**src/rtl/regdest_pkg.sv**
```systemverilog
// regdest_pkg: destination-select codes and fixed register numbers shared by the write-back scheduler.
package regdest_pkg;
    localparam logic [2:0] DEST_RT = 3'b000;
    localparam logic [2:0] DEST_RD = 3'b001;
    localparam logic [2:0] DEST_RA = 3'b010;
    localparam logic [2:0] DEST_SP = 3'b011;
    localparam logic [2:0] DEST_RS = 3'b100;
    localparam logic [4:0] REG_RA = 5'd31;
    localparam logic [4:0] REG_SP = 5'd29;
endpackage

```
**src/rtl/regdest_wb_scheduler_if.sv**
```systemverilog
// regdest_wb_scheduler_if: request ports A/B and write-back bus of the scheduler.
// Bypass lookup signals exist only when REGDEST_BYPASS_EN is defined.
interface regdest_wb_scheduler_if #(parameter int DATA_W = 32);
    logic              a_valid;
    logic              a_ready;
    logic [2:0]        a_sel;
    logic [4:0]        a_rs;
    logic [4:0]        a_rt;
    logic [4:0]        a_rd;
    logic [DATA_W-1:0] a_data;
    logic              b_valid;
    logic              b_ready;
    logic [DATA_W-1:0] b_data;
    logic [2:0]        mux_regDest_control;
    logic [4:0]        inst25_21_out;
    logic [4:0]        inst20_16_out;
    logic [4:0]        inst15_11_out;
    logic              reg_write;
    logic [DATA_W-1:0] wb_data;
    logic [4:0]        wb_dest;
    logic              sel_err;
`ifdef REGDEST_BYPASS_EN
    logic [4:0]        byp_addr;
    logic              byp_hit;
`endif
    modport master (
        output a_valid, a_sel, a_rs, a_rt, a_rd, a_data, b_valid, b_data,
`ifdef REGDEST_BYPASS_EN
        output byp_addr,
        input  byp_hit,
`endif
        input  a_ready, b_ready, mux_regDest_control, inst25_21_out, inst20_16_out,
        input  inst15_11_out, reg_write, wb_data, wb_dest, sel_err
    );
    modport slave (
        input  a_valid, a_sel, a_rs, a_rt, a_rd, a_data, b_valid, b_data,
`ifdef REGDEST_BYPASS_EN
        input  byp_addr,
        output byp_hit,
`endif
        output a_ready, b_ready, mux_regDest_control, inst25_21_out, inst20_16_out,
        output inst15_11_out, reg_write, wb_data, wb_dest, sel_err
    );
endinterface

```
**src/rtl/regdest_wb_scheduler_resolve.sv**
```systemverilog
// regdest_resolve: maps a destination code plus instruction fields to a register number.
module regdest_resolve
    import regdest_pkg::*;
(
    input  logic [2:0] sel_i,
    input  logic [4:0] rs_i,
    input  logic [4:0] rt_i,
    input  logic [4:0] rd_i,
    output logic [4:0] dest_o,
    output logic       valid_o
);
    always_comb begin
        dest_o  = sel_i == DEST_RT ? rt_i :
                  sel_i == DEST_RD ? rd_i :
                  sel_i == DEST_RA ? REG_RA :
                  sel_i == DEST_SP ? REG_SP :
                  sel_i == DEST_RS ? rs_i : 5'd0;
        valid_o = sel_i <= DEST_RS;
    end
endmodule

```
**src/rtl/regdest_wb_scheduler.sv**
```systemverilog
// regdest_wb_scheduler: arbitrates the single register-file write port between control (A) and stack (B).
// Define REGDEST_BYPASS_EN to add the byp_addr/byp_hit pending-write lookup.
module regdest_wb_scheduler
    import regdest_pkg::*;
#(
    parameter int STARVE_LIMIT = 3,
    parameter int DATA_W       = 32
) (
    input  logic clk,
    input  logic reset,
    regdest_wb_scheduler_if.slave bus
);
    localparam int SW = $clog2(STARVE_LIMIT + 1);
    localparam logic [SW-1:0] LIM = SW'(STARVE_LIMIT);

    logic              a_full_q, a_full_d, b_full_q, b_full_d;
    logic [2:0]        a_sel_q, a_sel_d;
    logic [4:0]        a_rs_q, a_rs_d, a_rt_q, a_rt_d, a_rd_q, a_rd_d;
    logic [DATA_W-1:0] a_data_q, a_data_d, b_data_q, b_data_d;
    logic [SW-1:0]     starve_q, starve_d;
    logic [2:0]        mux_q, mux_d;
    logic [4:0]        rs_q, rs_d, rt_q, rt_d, rd_q, rd_d, dest_q, dest_d;
    logic [DATA_W-1:0] wb_q, wb_d;
    logic              rw_q, rw_d, err_q, err_d;
    logic              grant_a, grant_b, a_acc, b_acc, a_ok;
    logic [4:0]        a_dest;

    regdest_resolve u_res (
        .sel_i   (a_sel_q),
        .rs_i    (a_rs_q),
        .rt_i    (a_rt_q),
        .rd_i    (a_rd_q),
        .dest_o  (a_dest),
        .valid_o (a_ok)
    );

    // A wins unless B has already lost STARVE_LIMIT arbitrations in a row.
    assign grant_a = a_full_q && (!b_full_q || starve_q < LIM);
    assign grant_b = b_full_q && !grant_a;
    assign bus.a_ready = !a_full_q || grant_a;
    assign bus.b_ready = !b_full_q || grant_b;
    assign a_acc = bus.a_valid && bus.a_ready;
    assign b_acc = bus.b_valid && bus.b_ready;

    always_comb begin
        a_full_d = a_acc || (a_full_q && !grant_a);
        b_full_d = b_acc || (b_full_q && !grant_b);
        a_sel_d  = a_acc ? bus.a_sel  : a_sel_q;
        a_rs_d   = a_acc ? bus.a_rs   : a_rs_q;
        a_rt_d   = a_acc ? bus.a_rt   : a_rt_q;
        a_rd_d   = a_acc ? bus.a_rd   : a_rd_q;
        a_data_d = a_acc ? bus.a_data : a_data_q;
        b_data_d = b_acc ? bus.b_data : b_data_q;
        starve_d = (b_full_q && !grant_b) ? (starve_q == LIM ? LIM : starve_q + 1'b1) : '0;
        mux_d    = mux_q;
        rs_d     = rs_q;
        rt_d     = rt_q;
        rd_d     = rd_q;
        dest_d   = dest_q;
        wb_d     = wb_q;
        rw_d     = 1'b0;
        err_d    = grant_a && !a_ok;
        if (grant_a && a_ok) begin
            mux_d  = a_sel_q;
            rs_d   = a_rs_q;
            rt_d   = a_rt_q;
            rd_d   = a_rd_q;
            dest_d = a_dest;
            wb_d   = a_data_q;
            rw_d   = a_dest != 5'd0;
        end
        if (grant_b) begin
            mux_d  = DEST_SP;
            dest_d = REG_SP;
            wb_d   = b_data_q;
            rw_d   = 1'b1;
        end
    end

    always_ff @(posedge clk) begin
        if (!reset) begin
            a_full_q <= 1'b0;
            b_full_q <= 1'b0;
            a_sel_q  <= '0;
            a_rs_q   <= '0;
            a_rt_q   <= '0;
            a_rd_q   <= '0;
            a_data_q <= '0;
            b_data_q <= '0;
            starve_q <= '0;
            mux_q    <= '0;
            rs_q     <= '0;
            rt_q     <= '0;
            rd_q     <= '0;
            dest_q   <= '0;
            wb_q     <= '0;
            rw_q     <= 1'b0;
            err_q    <= 1'b0;
        end else begin
            a_full_q <= a_full_d;
            b_full_q <= b_full_d;
            a_sel_q  <= a_sel_d;
            a_rs_q   <= a_rs_d;
            a_rt_q   <= a_rt_d;
            a_rd_q   <= a_rd_d;
            a_data_q <= a_data_d;
            b_data_q <= b_data_d;
            starve_q <= starve_d;
            mux_q    <= mux_d;
            rs_q     <= rs_d;
            rt_q     <= rt_d;
            rd_q     <= rd_d;
            dest_q   <= dest_d;
            wb_q     <= wb_d;
            rw_q     <= rw_d;
            err_q    <= err_d;
        end
    end

    assign bus.mux_regDest_control = mux_q;
    assign bus.inst25_21_out       = rs_q;
    assign bus.inst20_16_out       = rt_q;
    assign bus.inst15_11_out       = rd_q;
    assign bus.reg_write           = rw_q;
    assign bus.wb_data             = wb_q;
    assign bus.wb_dest             = dest_q;
    assign bus.sel_err             = err_q;

`ifdef REGDEST_BYPASS_EN
    // Any write still queued or landing this cycle makes the register unsafe to read.
    assign bus.byp_hit = bus.byp_addr != 5'd0 &&
                         ((a_full_q && a_ok && bus.byp_addr == a_dest) ||
                          (b_full_q && bus.byp_addr == REG_SP) ||
                          (rw_q && bus.byp_addr == dest_q));
`endif
endmodule

```
**src/flat_wrapper.sv**
```systemverilog
// flat-port wrapper written by rule: the top's interface ports become plain ports
module regdest_wb_scheduler_flat import regdest_pkg::*;
#(
    parameter int STARVE_LIMIT = 3,
    parameter int DATA_W       = 32
)
  (clk, reset, bus_a_valid, bus_a_sel, bus_a_rs, bus_a_rt, bus_a_rd, bus_a_data, bus_b_valid, bus_b_data, bus_a_ready, bus_b_ready, bus_mux_regDest_control, bus_inst25_21_out, bus_inst20_16_out, bus_inst15_11_out, bus_reg_write, bus_wb_data, bus_wb_dest, bus_sel_err);
  regdest_wb_scheduler_if #(.DATA_W(DATA_W)) bus_i ();
  input  logic clk;
  input  logic reset;
  input wire logic [$bits(bus_i.a_valid)-1:0] bus_a_valid;
  input wire logic [$bits(bus_i.a_sel)-1:0] bus_a_sel;
  input wire logic [$bits(bus_i.a_rs)-1:0] bus_a_rs;
  input wire logic [$bits(bus_i.a_rt)-1:0] bus_a_rt;
  input wire logic [$bits(bus_i.a_rd)-1:0] bus_a_rd;
  input wire logic [$bits(bus_i.a_data)-1:0] bus_a_data;
  input wire logic [$bits(bus_i.b_valid)-1:0] bus_b_valid;
  input wire logic [$bits(bus_i.b_data)-1:0] bus_b_data;
  output wire logic [$bits(bus_i.a_ready)-1:0] bus_a_ready;
  output wire logic [$bits(bus_i.b_ready)-1:0] bus_b_ready;
  output wire logic [$bits(bus_i.mux_regDest_control)-1:0] bus_mux_regDest_control;
  output wire logic [$bits(bus_i.inst25_21_out)-1:0] bus_inst25_21_out;
  output wire logic [$bits(bus_i.inst20_16_out)-1:0] bus_inst20_16_out;
  output wire logic [$bits(bus_i.inst15_11_out)-1:0] bus_inst15_11_out;
  output wire logic [$bits(bus_i.reg_write)-1:0] bus_reg_write;
  output wire logic [$bits(bus_i.wb_data)-1:0] bus_wb_data;
  output wire logic [$bits(bus_i.wb_dest)-1:0] bus_wb_dest;
  output wire logic [$bits(bus_i.sel_err)-1:0] bus_sel_err;
  assign bus_i.a_valid = bus_a_valid;
  assign bus_i.a_sel = bus_a_sel;
  assign bus_i.a_rs = bus_a_rs;
  assign bus_i.a_rt = bus_a_rt;
  assign bus_i.a_rd = bus_a_rd;
  assign bus_i.a_data = bus_a_data;
  assign bus_i.b_valid = bus_b_valid;
  assign bus_i.b_data = bus_b_data;
  assign bus_a_ready = bus_i.a_ready;
  assign bus_b_ready = bus_i.b_ready;
  assign bus_mux_regDest_control = bus_i.mux_regDest_control;
  assign bus_inst25_21_out = bus_i.inst25_21_out;
  assign bus_inst20_16_out = bus_i.inst20_16_out;
  assign bus_inst15_11_out = bus_i.inst15_11_out;
  assign bus_reg_write = bus_i.reg_write;
  assign bus_wb_data = bus_i.wb_data;
  assign bus_wb_dest = bus_i.wb_dest;
  assign bus_sel_err = bus_i.sel_err;
  regdest_wb_scheduler #(.STARVE_LIMIT(STARVE_LIMIT), .DATA_W(DATA_W)) u_core (.clk(clk), .reset(reset), .bus(bus_i));
endmodule
```
**config.mk**
```make
export PLATFORM = sky130hd
export DESIGN_NAME = regdest_wb_scheduler_flat
export DESIGN_NICKNAME = d
export VERILOG_FILES = /design/src/rtl/regdest_pkg.sv /design/src/rtl/regdest_wb_scheduler_if.sv /design/src/rtl/regdest_wb_scheduler_resolve.sv /design/src/rtl/regdest_wb_scheduler.sv /design/src/flat_wrapper.sv
export SDC_FILE = /design/constraint.sdc
export NUM_CORES = 1
export LEC_CHECK = 0
export CORE_UTILIZATION = 50
export CTS_CLUSTER_SIZE = 20
export DETAILED_ROUTE_END_ITERATION = 10
export PLACE_DENSITY = 0.85
export SETUP_SLACK_MARGIN = 0.1
export SLEW_MARGIN = 20
export SYNTH_ARGS = -nofsm -noshare
export SYNTH_HDL_FRONTEND = slang
export SYNTH_HIERARCHICAL = 1
export SYNTH_SLANG_ARGS = --single-unit
```
**constraint.sdc**
```tcl
create_clock -name clk -period 4.78 [get_ports clk]
set_clock_uncertainty 0.1 [all_clocks]
set_input_delay 0.478 -clock clk [delete_from_list [all_inputs] [get_ports clk]]
set_output_delay 0.478 -clock clk [all_outputs]
set_load 0.01 [all_outputs]
```
Word level (Yosys, flattened, before mapping)
Index checks and enable logic that the tools add are counted.

Input bits: 86. Output and inout port bits: 59. Memories kept: 0. Latch bits: 0. RAM bits: 0. Bits in read-only memories: 0. Register bits after elaboration: 143.

Div/mod/pow operators: 0. Equal/unequal tests: 5. Magnitude comparators: 2. $mul: 0. Reductions and logical operators: 23. Add/subtract/negate cells: 1. Muxes and demuxes: 14. Shifts and indexed selects: 0. Bitwise gates (word level): 1.

Operator list (number): 32-bit two-way mux (2); 5-bit two-way mux (7); 1-bit logical AND (8); 3-bit by 2-bit == test with 1-bit output, second input constant (2); 2-bit two-way mux (3); 1-bit zero test (5); 1-bit logical OR (5); 5-bit nonzero test (1); 3-bit by 1-bit == test with 1-bit output, second input constant (1); 3-bit == test, second input constant (1); 3-bit less-or-equal comparator, second input constant (1); 3-bit zero test (1); 2-bit by 1-bit adder with 2-bit output, second input constant (1); 2-bit == test, second input constant (1); 2-bit less-than comparator, second input constant (1); 1-bit two-way mux (2); 2-bit AND reduction (1); 2-bit nonzero test (1); 2-bit OR reduction (1); 1-bit inverter (1).

Depth between registers and ports, before layout
Gate-level depths: netlist of run 1.

Word-level depth: 9. Mapped depth: 6. Depth with buffers taken out: 5.

Modules after synthesis
The synthesis of run 1 kept the hierarchy.

By module, submodules not included: regdest_wb_scheduler (sequential area each 2862.7 um^2, cells each 610, times used 1, area an instance 5814.3 um^2); regdest_resolve (sequential area each 0.0 um^2, cells each 25, times used 1, area an instance 214.0 um^2).

Worst setup path before layout of run 1
No wires, ideal clock.

Kind: register to register. From: register u_core.a_sel_q[0]. To: register u_core.rw_q (netlist: u_core/bus.reg_write). Setup time: 0.125 ns. Path buffers: 1. Setup slack: 3.078 ns. Period minus slack after synthesis: 1.702 ns. Data arrival time: 1.476 ns. Stages on the path, launching flop included: 7. Path through: dfxtp_1 > buf_2 > or2_4 > o221ai_2 > or4_1 > o21bai_1 > a21boi_0.

Longest elaborated chain between the ends: 9. Elaborated cells between the ends (all ways): 15.

RTL lines: start: declaration (RTL line regdest_wb_scheduler.sv:17) `logic [2:0] a_sel_q, a_sel_d;`; start signal: assignment (RTL line regdest_wb_scheduler.sv:102) `a_sel_q <= a_sel_d;`; 3-bit == test (RTL line regdest_wb_scheduler_resolve.sv:17) `sel_i == DEST_RS ? rs_i : 5'd0;`; 5-bit two-way mux (RTL line regdest_wb_scheduler_resolve.sv:17); 5-bit two-way mux (RTL line regdest_wb_scheduler_resolve.sv:16) `sel_i == DEST_SP ? REG_SP :`; 5-bit two-way mux (RTL line regdest_wb_scheduler_resolve.sv:15) `sel_i == DEST_RA ? REG_RA :`; 5-bit two-way mux (RTL line regdest_wb_scheduler_resolve.sv:14) `sel_i == DEST_RD ? rd_i :`; 5-bit two-way mux (*) (RTL line regdest_wb_scheduler_resolve.sv:13) `dest_o = sel_i == DEST_RT ? rt_i :`; named net u_core.a_dest[2] (RTL line regdest_wb_scheduler.sv:26) `logic [4:0] a_dest;`; 5-bit nonzero test (*) (RTL line regdest_wb_scheduler.sv:70) `rw_d = a_dest != 5'd0;`; 1-bit two-way mux (*) (RTL line regdest_wb_scheduler.sv:63) `if (grant_a && a_ok) begin`; 1-bit two-way mux (*) (RTL line regdest_wb_scheduler.sv:72) `if (grant_b) begin`; end signal: assignment (RTL line regdest_wb_scheduler.sv:115) `rw_q <= rw_d;`; end: declaration (RTL line regdest_wb_scheduler.sv:24) `logic rw_q, rw_d, err_q, err_d;`.

The timed path passes the listed nets; every way through them passes the cells marked *. A chain may end at the register's enable or synchronous reset.

Worst setup path after layout of run 1
From: register u_core.a_full_q. To: register u_core.dest_q[2] (netlist: u_core/bus.wb_dest[2]).

Longest elaborated chain between the ends: 4. Elaborated cells between the ends (all ways): 6.

RTL lines: start: declaration (RTL line regdest_wb_scheduler.sv:16) `logic a_full_q, a_full_d, b_full_q, b_full_d;`; start signal: assignment (RTL line regdest_wb_scheduler.sv:100) `a_full_q <= a_full_d;`; 1-bit logical AND (*) (RTL line regdest_wb_scheduler.sv:38) `assign grant_a = a_full_q && (!b_full_q || starve_q < LIM);`; 1-bit zero test (RTL line regdest_wb_scheduler.sv:39) `assign grant_b = b_full_q && !grant_a;`; 1-bit logical AND (RTL line regdest_wb_scheduler.sv:39); 5-bit two-way mux / 2-bit nonzero test (equally long branches); end signal: assignment (RTL line regdest_wb_scheduler.sv:113) `dest_q <= dest_d;`; end: declaration (RTL line regdest_wb_scheduler.sv:22) `logic [4:0] rs_q, rs_d, rt_q, rt_d, rd_q, rd_d, dest_q, dest_d;`.

Mark *: on every way between the ends. The rest lies on a longest branch, timed or not.

==> impl_metrics.yaml, run 1 <==
status:
  status: "finished with violations"
  violations: "design-rule violations"
setup_path:
  cp_slowest_cell: "a21boi_4"
  cp_max_fo: 39
  path_buf_inv: 1
  path_delay_family: "compound AO/OA/AOI/OAI gates"
  cp.arrival_ns: 2.71
  reg2reg_depth: 4
  path_depth: 4
  cpPeakStageDelay_ns: 0.89
  setup.worst_path.class: "reg -> reg"
  crit_required_ns: 4.94
  crit_path_cell_trace: "a21boi_4 -> nand2b_1 -> buf_4 -> a21boi_0"
  cp-start-kind: "flop"
  endpoint_kind: "flop"
timing:
  layout_min_cycle_time_ns: 2.55
  drv_slew: 0
  fin_crit_sh_pct: 53.3
  slew_headroom_pct: 27.9
  fmax_ghz: 0.393
  rsz0062_at_grt: "false"
  timing.setup.tns_ns: 0
  setup_violations: 0
  tightestPinTransition_ns: 1.08
  final_hold_viol_count: 0
route:
  ant_nets: 0
  drc: 6
  drt_first_iter_violations: 204
  vias: 4828
  routedWlPerCell_microns: 15.5
  avgViaCountPerCell: 5.35
  first_pass_iters: 7
  wl_microns: 14000
final_layout:
  stdcell_area_sq_um: 7970
  drive_above_1_share_pct: 6.32
  num_antenna_cells: 0
  layout_commonest_cell: "nand2_1"
  final-instance-count-excl-fill: 903
  area_delta_synth_final_pct: 32.2
  nNetsFinal: 833
  layout_common_cells: "181 x nand2_1, 143 x clkdlybuf4s50_1, 143 x dfxtp_1"
cts:
  insertion_delay_ns: 0.41
  cts_setup_buffers: 0
  holdBufCountCts: 0
  htreeDepth: 4
  post_cts_resized: 0
  cts_tree: "built"
  ctsLongestPathBuffers: 2
  root_buffer: "clkbuf_16"
  cts_sinks: 143
  cts_made_buffers: 17
  clk_pin_slew_ns: 0.06
hold_path:
  hold_class: "reg -> reg"
  hold_path_depth: 2
power_and_ir_drop:
  p_int_mw: 2.20
  leakage_nw: 3.40
  swShare_pct: 24.9
  switchingPower_uw: 732
  powerDensity_nw_per_um2: 369
  p_clk_share_pct: 42.5
  peakVddDrop_mv: 0.199
  combPwrFrac_pct: 12.7
  pwr-share-seq_pct: 44.8
die:
  start_util_pct: 52.1
  die_w_microns: 112
  io_pins: 145
  coreArea_sq_um: 11600
  dieArea_sq_um: 12500
  rows: 39
  dieHeight_microns: 112
place:
  io_buffers: 144
  dpl-instance-area_sq_um: 7390
  place_congestion: 0.776
  hpwl_microns: 9040
  dp.cells: 871
flow_run:
  cap_violations: 0
yosys:
  ys_warn_count: 6
  ys_seq_area_share_pct: 47.5
  netlist_area_sq_um: 6030
  synthCells: 635
  synth_seq_cells: 143
  yosys.cell_types.count: 32
  synthesis.area_per_instance_sq_um: 9.49
  syn-num-nets: 721
grt:
  overflow: 0
  grt_first_pass_wirelength_microns: 22800
  grt_pass1_vias: 4843
  grt_max_degree: 189
  grtUsageTotal_pct: 23.0
  antenna_found_initial: 0
==> through the flow <==
stage	power [mW]	setup slack, ns	hold WS, ns	util, %
6_report	2.94	2.23	0.357	68.9
5_1_grt	3.05	2.11	0.366	68.9
4_1_cts	2.96	2.26	0.356	68.9
3_5_place_dp	1.71	2.14	0.348	63.9
3_3_place_gp	1.70	2.25	0.343	63.9
2_1_floorplan	1.54	3.08	0.335	-
==> cell families after synthesis <==
family	Yosys count	synth area share (%)
multiplexers	135	22.4
AO/OA/AOI/OAI	91	10.6
XOR/XNOR	1	0.145
flip-flops	143	47.5
buffers and inverters	61	5.35
AND/OR/NAND/NOR	204	14.0
==> synth_stat cells <==
cell	instances	area share [%]
a21boi_0	9	1.1
a21boi_4	1	0.31
a21oi_1	38	3.2
a31oi_4	1	0.35
and3_2	1	0.12
buf_1	7	0.44
buf_2	15	1.2
buf_4	9	1.1
buf_6	1	0.19
buf_8	3	0.75
clkbuf_1	19	1.2
dfxtp_1	143	47
inv_1	7	0.44
mux2i_1	135	22
nand2_1	183	11
nand2b_1	1	0.10
nand3_1	3	0.25
nand3_2	1	0.17
nand4_1	3	0.31
nand4bb_1	5	0.93
nor2_1	3	0.19
nor3_1	1	0.083
o211ai_2	1	0.21
o21ai_0	3	0.25
o21ai_1	1	0.083
o21bai_1	1	0.12
o221ai_2	4	1.0
o31ai_1	32	4.0
or2_4	1	0.15
or4_1	1	0.12
or4bb_1	1	0.19
xnor2_1	1	0.15
==> worst min-delay path: stages, from the launching register on <==
cell and delay, ns:
dfxtp_1 0.31, nand2_1 0.05, mux2i_1 0.05
==> power groups by stage <==
stage               Clock (mW)  Combinational, mW  Sequential [mW]
floorplan                    0              0.208             1.34
global placement             0              0.360             1.34
detailed placement           0              0.369             1.34
CTS                       1.27              0.373             1.32
global route              1.33              0.402             1.32
finish                    1.25              0.372             1.32
==> final cells by class <==
| type | instances | area (sq um) |
|---|---|---|
| clock buffer | 18 | 439 |
| multi-input combinational | 431 | 2860 |
| fill | 882 | 3600 |
| clock inverter | 14 | 134 |
| inverter | 7 | 26.3 |
| timing repair buffer | 147 | 1470 |
| sequential | 143 | 2860 |
| tap | 143 | 179 |
==> routing by layer <==
metal  up-vias  track usage (%)  part of all wire [%]
met1      2280             26.2                    43
met5         -                0                     0
li1       2411                -                     -
met3        14             6.15                   5.4
met2       123             40.7                    50
met4         0             9.37                   1.2
==> flip-flops by register name, indices dropped and copies added, names as in the netlist, 5 cells and up <==
signal / cells
u_core/a_data_q: 32
u_core/b_data_q: 32
u_core/bus.wb_data: 32
u_core/a_rd_q: 5
u_core/a_rs_q: 5
u_core/a_rt_q: 5
u_core/bus.inst15_11_out: 5
u_core/bus.inst20_16_out: 5
u_core/bus.inst25_21_out: 5
u_core/bus.wb_dest: 5
==> path summary, 6_finish.rpt <==
| check | from | endpoint | slack, ns |
|---|---|---|---|
| worst min-delay path | u_core/b_data_q[18]$_SDFFE_PN0P_ | u_core/b_data_q[18]$_SDFFE_PN0P_ | 0.36 |
| worst max register to register | u_core/a_full_q$_SDFF_PN0_ | u_core/bus.wb_dest[2]$_SDFFE_PN0P_ | 2.23 |
| worst max-delay path | u_core/a_full_q$_SDFF_PN0_ | u_core/bus.wb_dest[2]$_SDFFE_PN0P_ | 2.23 |
| worst min register to register | u_core/b_data_q[18]$_SDFFE_PN0P_ | u_core/b_data_q[18]$_SDFFE_PN0P_ | 0.36 |
(Power assumes the default switching activity.)
==> run 2: changes to the inputs <==
--- a/config.mk
+++ b/config.mk
@@ -5,10 +5,10 @@
 export SDC_FILE = /design/constraint.sdc
 export NUM_CORES = 1
 export LEC_CHECK = 0
-export CORE_UTILIZATION = 50
+export CORE_UTILIZATION = 45
 export CTS_CLUSTER_SIZE = 20
 export DETAILED_ROUTE_END_ITERATION = 10
-export PLACE_DENSITY = 0.85
+export PLACE_DENSITY = 0.81
 export SETUP_SLACK_MARGIN = 0.1
 export SLEW_MARGIN = 20
 export SYNTH_ARGS = -nofsm -noshare
==> constraint.sdc (replaced) <==
create_clock -name clk -period 2.25 [get_ports clk]
set_clock_uncertainty 0.1 [all_clocks]
set_input_delay 0.225 -clock clk [delete_from_list [all_inputs] [get_ports clk]]
set_output_delay 0.225 -clock clk [all_outputs]
set_load 0.01 [all_outputs]
==> run 2 against run 1 <==
Net effect:
- the flow now finishes without violations
- power rose by 130%
- routed wire length fell by 0.71%
- clock power rose by 140%
- via count fell by 0.56%
- non-clock buffer count rose by 13
- cell area rose by 3.3%
- count of clock-buffer cells in the layout rose by 3
- core utilization fell by 4.7 points
- critical endpoint is now bus_a_ready
- highest routed layer is now met5
==> impl_metrics.yaml, run 2 (synthesis results as in run 1) <==
status:
  status: "finished clean"
timing:
  timing.setup.tns_ns: 0
  fmax_ghz: 0.478
  fin_crit_sh_pct: 93.0
  setup_violations: 0
  holdWs_ns: 0.108
  layout_min_cycle_time_ns: 2.09
  tightestPinTransition_ns: 0.654
  drv_slew: 0
  rsz0062_at_grt: "false"
  slew_headroom_pct: 56.3
  final_hold_viol_count: 0
cts:
  cts_setup_buffers: 0
  root_buffer: "clkbuf_16"
  clk_pin_slew_ns: 0.06
  htreeDepth: 4
  holdBufCountCts: 0
  cts_tree: "built"
  cts_made_buffers: 17
  ctsLongestPathBuffers: 2
  cts_sinks: 143
  insertion_delay_ns: 0.43
place:
  hpwl_microns: 9570
  dp.cells: 913
  place_congestion: 0.795
  io_buffers: 144
setup_path:
  endpoint_kind: "output port"
  cp_max_fo: 8
  cp-start-kind: "flop"
  reg2reg_depth: 5
  r2r_end: "u_core/bus.reg_write$_SDFF_PN0_"
  cp.arrival_ns: 1.77
  r2r_start: "u_core/a_sel_q[0]$_SDFFE_PN0P_"
  critical_path.startpoint: "u_core/b_full_q$_SDFF_PN0_"
  setup.worst_path.class: "reg -> out"
  timing.reg2reg.setup_slack_ns: 0.37
  worstSetupEndpoint: "bus_a_ready"
  crit_required_ns: 1.92
final_layout:
  seqCellArea_sq_um: 2870
  final-instance-count-excl-fill: 945
  final_core_util_pct: 64.1
  drive_above_1_share_pct: 8.02
  layout_common_cells: "181 x nand2_1, 143 x clkdlybuf4s50_1, 141 x dfxtp_1"
  layout_commonest_cell: "nand2_1"
  nNetsFinal: 846
  area_delta_synth_final_pct: 36.4
  num_antenna_cells: 0
  fillCellCount: 1025
  multi_input_area_sq_um: 2860
die:
  dieHeight_microns: 118
  coreArea_sq_um: 12800
  io_pins: 145
  dieArea_sq_um: 13900
  die_w_microns: 118
  start_util_pct: 47.0
  rows: 41
grt:
  grt_pass1_vias: 4839
  antenna_found_initial: 1
  grtUsageTotal_pct: 21.0
  grt_max_degree: 70
  overflow: 0
  grt_first_pass_wirelength_microns: 23200
power_and_ir_drop:
  peakVddDrop_mv: 0.534
  leakage_nw: 3.52
  powerDensity_nw_per_um2: 805
route:
  routedWlPerCell_microns: 14.7
  avgViaCountPerCell: 5.08
  drc: 0
  ant_nets: 0
  vias: 4801
  first_pass_iters: 5
  wl_microns: 13900
  drt_first_iter_violations: 286
hold_path:
  hold_class: "in -> reg"
flow_run:
  cap_violations: 0
==> run 2: through the flow <==
step	area (sq um)	setup WS [ns]	total power, mW
after floorplan	6030	0.548	3.28
after global placement	7580	0.437	3.63
after detailed placement	7580	0.305	3.66
after CTS	8220	0.121	6.69
after global routing	8230	0.101	6.86
final	8230	0.157	6.62
==> run 2: power by group <==
group	switching, mW	total, mW	internal (mW)
Clock	1.03	3.02	1.99
Combinational	0.369	0.817	0.448
Sequential	0.0985	2.79	2.69
Total	1.50	6.62	5.13
==> run 2: area by class of cell <==
cell class | instances | share of cell area [%]
clock inverter | 11 | 2.28
tap | 172 | 2.62
clock buffer | 21 | 5.48
multi-input combinational | 431 | 34.7
inverter | 7 | 0.319
sequential | 143 | 34.8
timing repair buffer | 160 | 19.8
==> run 2: repair_timing <==
item	4_1_cts	5_1_grt
endpoints found under the setup margin	0	1
endpoints found under the hold margin	0	0
resized for setup	0	2
==> run 2: metal layers <==
| layer | track usage (%) | wire [microns] | vias up |
|---|---|---|---|
| met5 | 0 | 11 | - |
| met4 | 8.81 | 240 | 2 |
| met3 | 6.01 | 703 | 25 |
| met2 | 36.4 | 6950 | 121 |
| met1 | 24.1 | 6000 | 2219 |
| li1 | - | - | 2434 |
==> run 2: worst min path at each step <==
stage	startpoint	to	slack, ns	depth (start not counted)
floorplan	bus_a_data[0]	u_core/a_data_q[0]$_SDFFE_PN0P_	0.26	2
global placement	u_core/b_data_q[24]$_SDFFE_PN0P_	u_core/b_data_q[24]$_SDFFE_PN0P_	0.34	2
finish	reset	u_core/bus.wb_data[24]$_SDFFE_PN0P_	0.11	3
detailed placement	u_core/b_data_q[7]$_SDFFE_PN0P_	u_core/b_data_q[7]$_SDFFE_PN0P_	0.35	2
global route	reset	u_core/bus.wb_data[24]$_SDFFE_PN0P_	0.13	3
CTS	reset	u_core/bus.wb_data[24]$_SDFFE_PN0P_	0.1	3
==> run 2: worst max-delay path: stages (launching register included) <==
cell and delay (ns):
dfxtp_1 0.51, nand4_1 0.27, clkdlybuf4s50_1 0.56
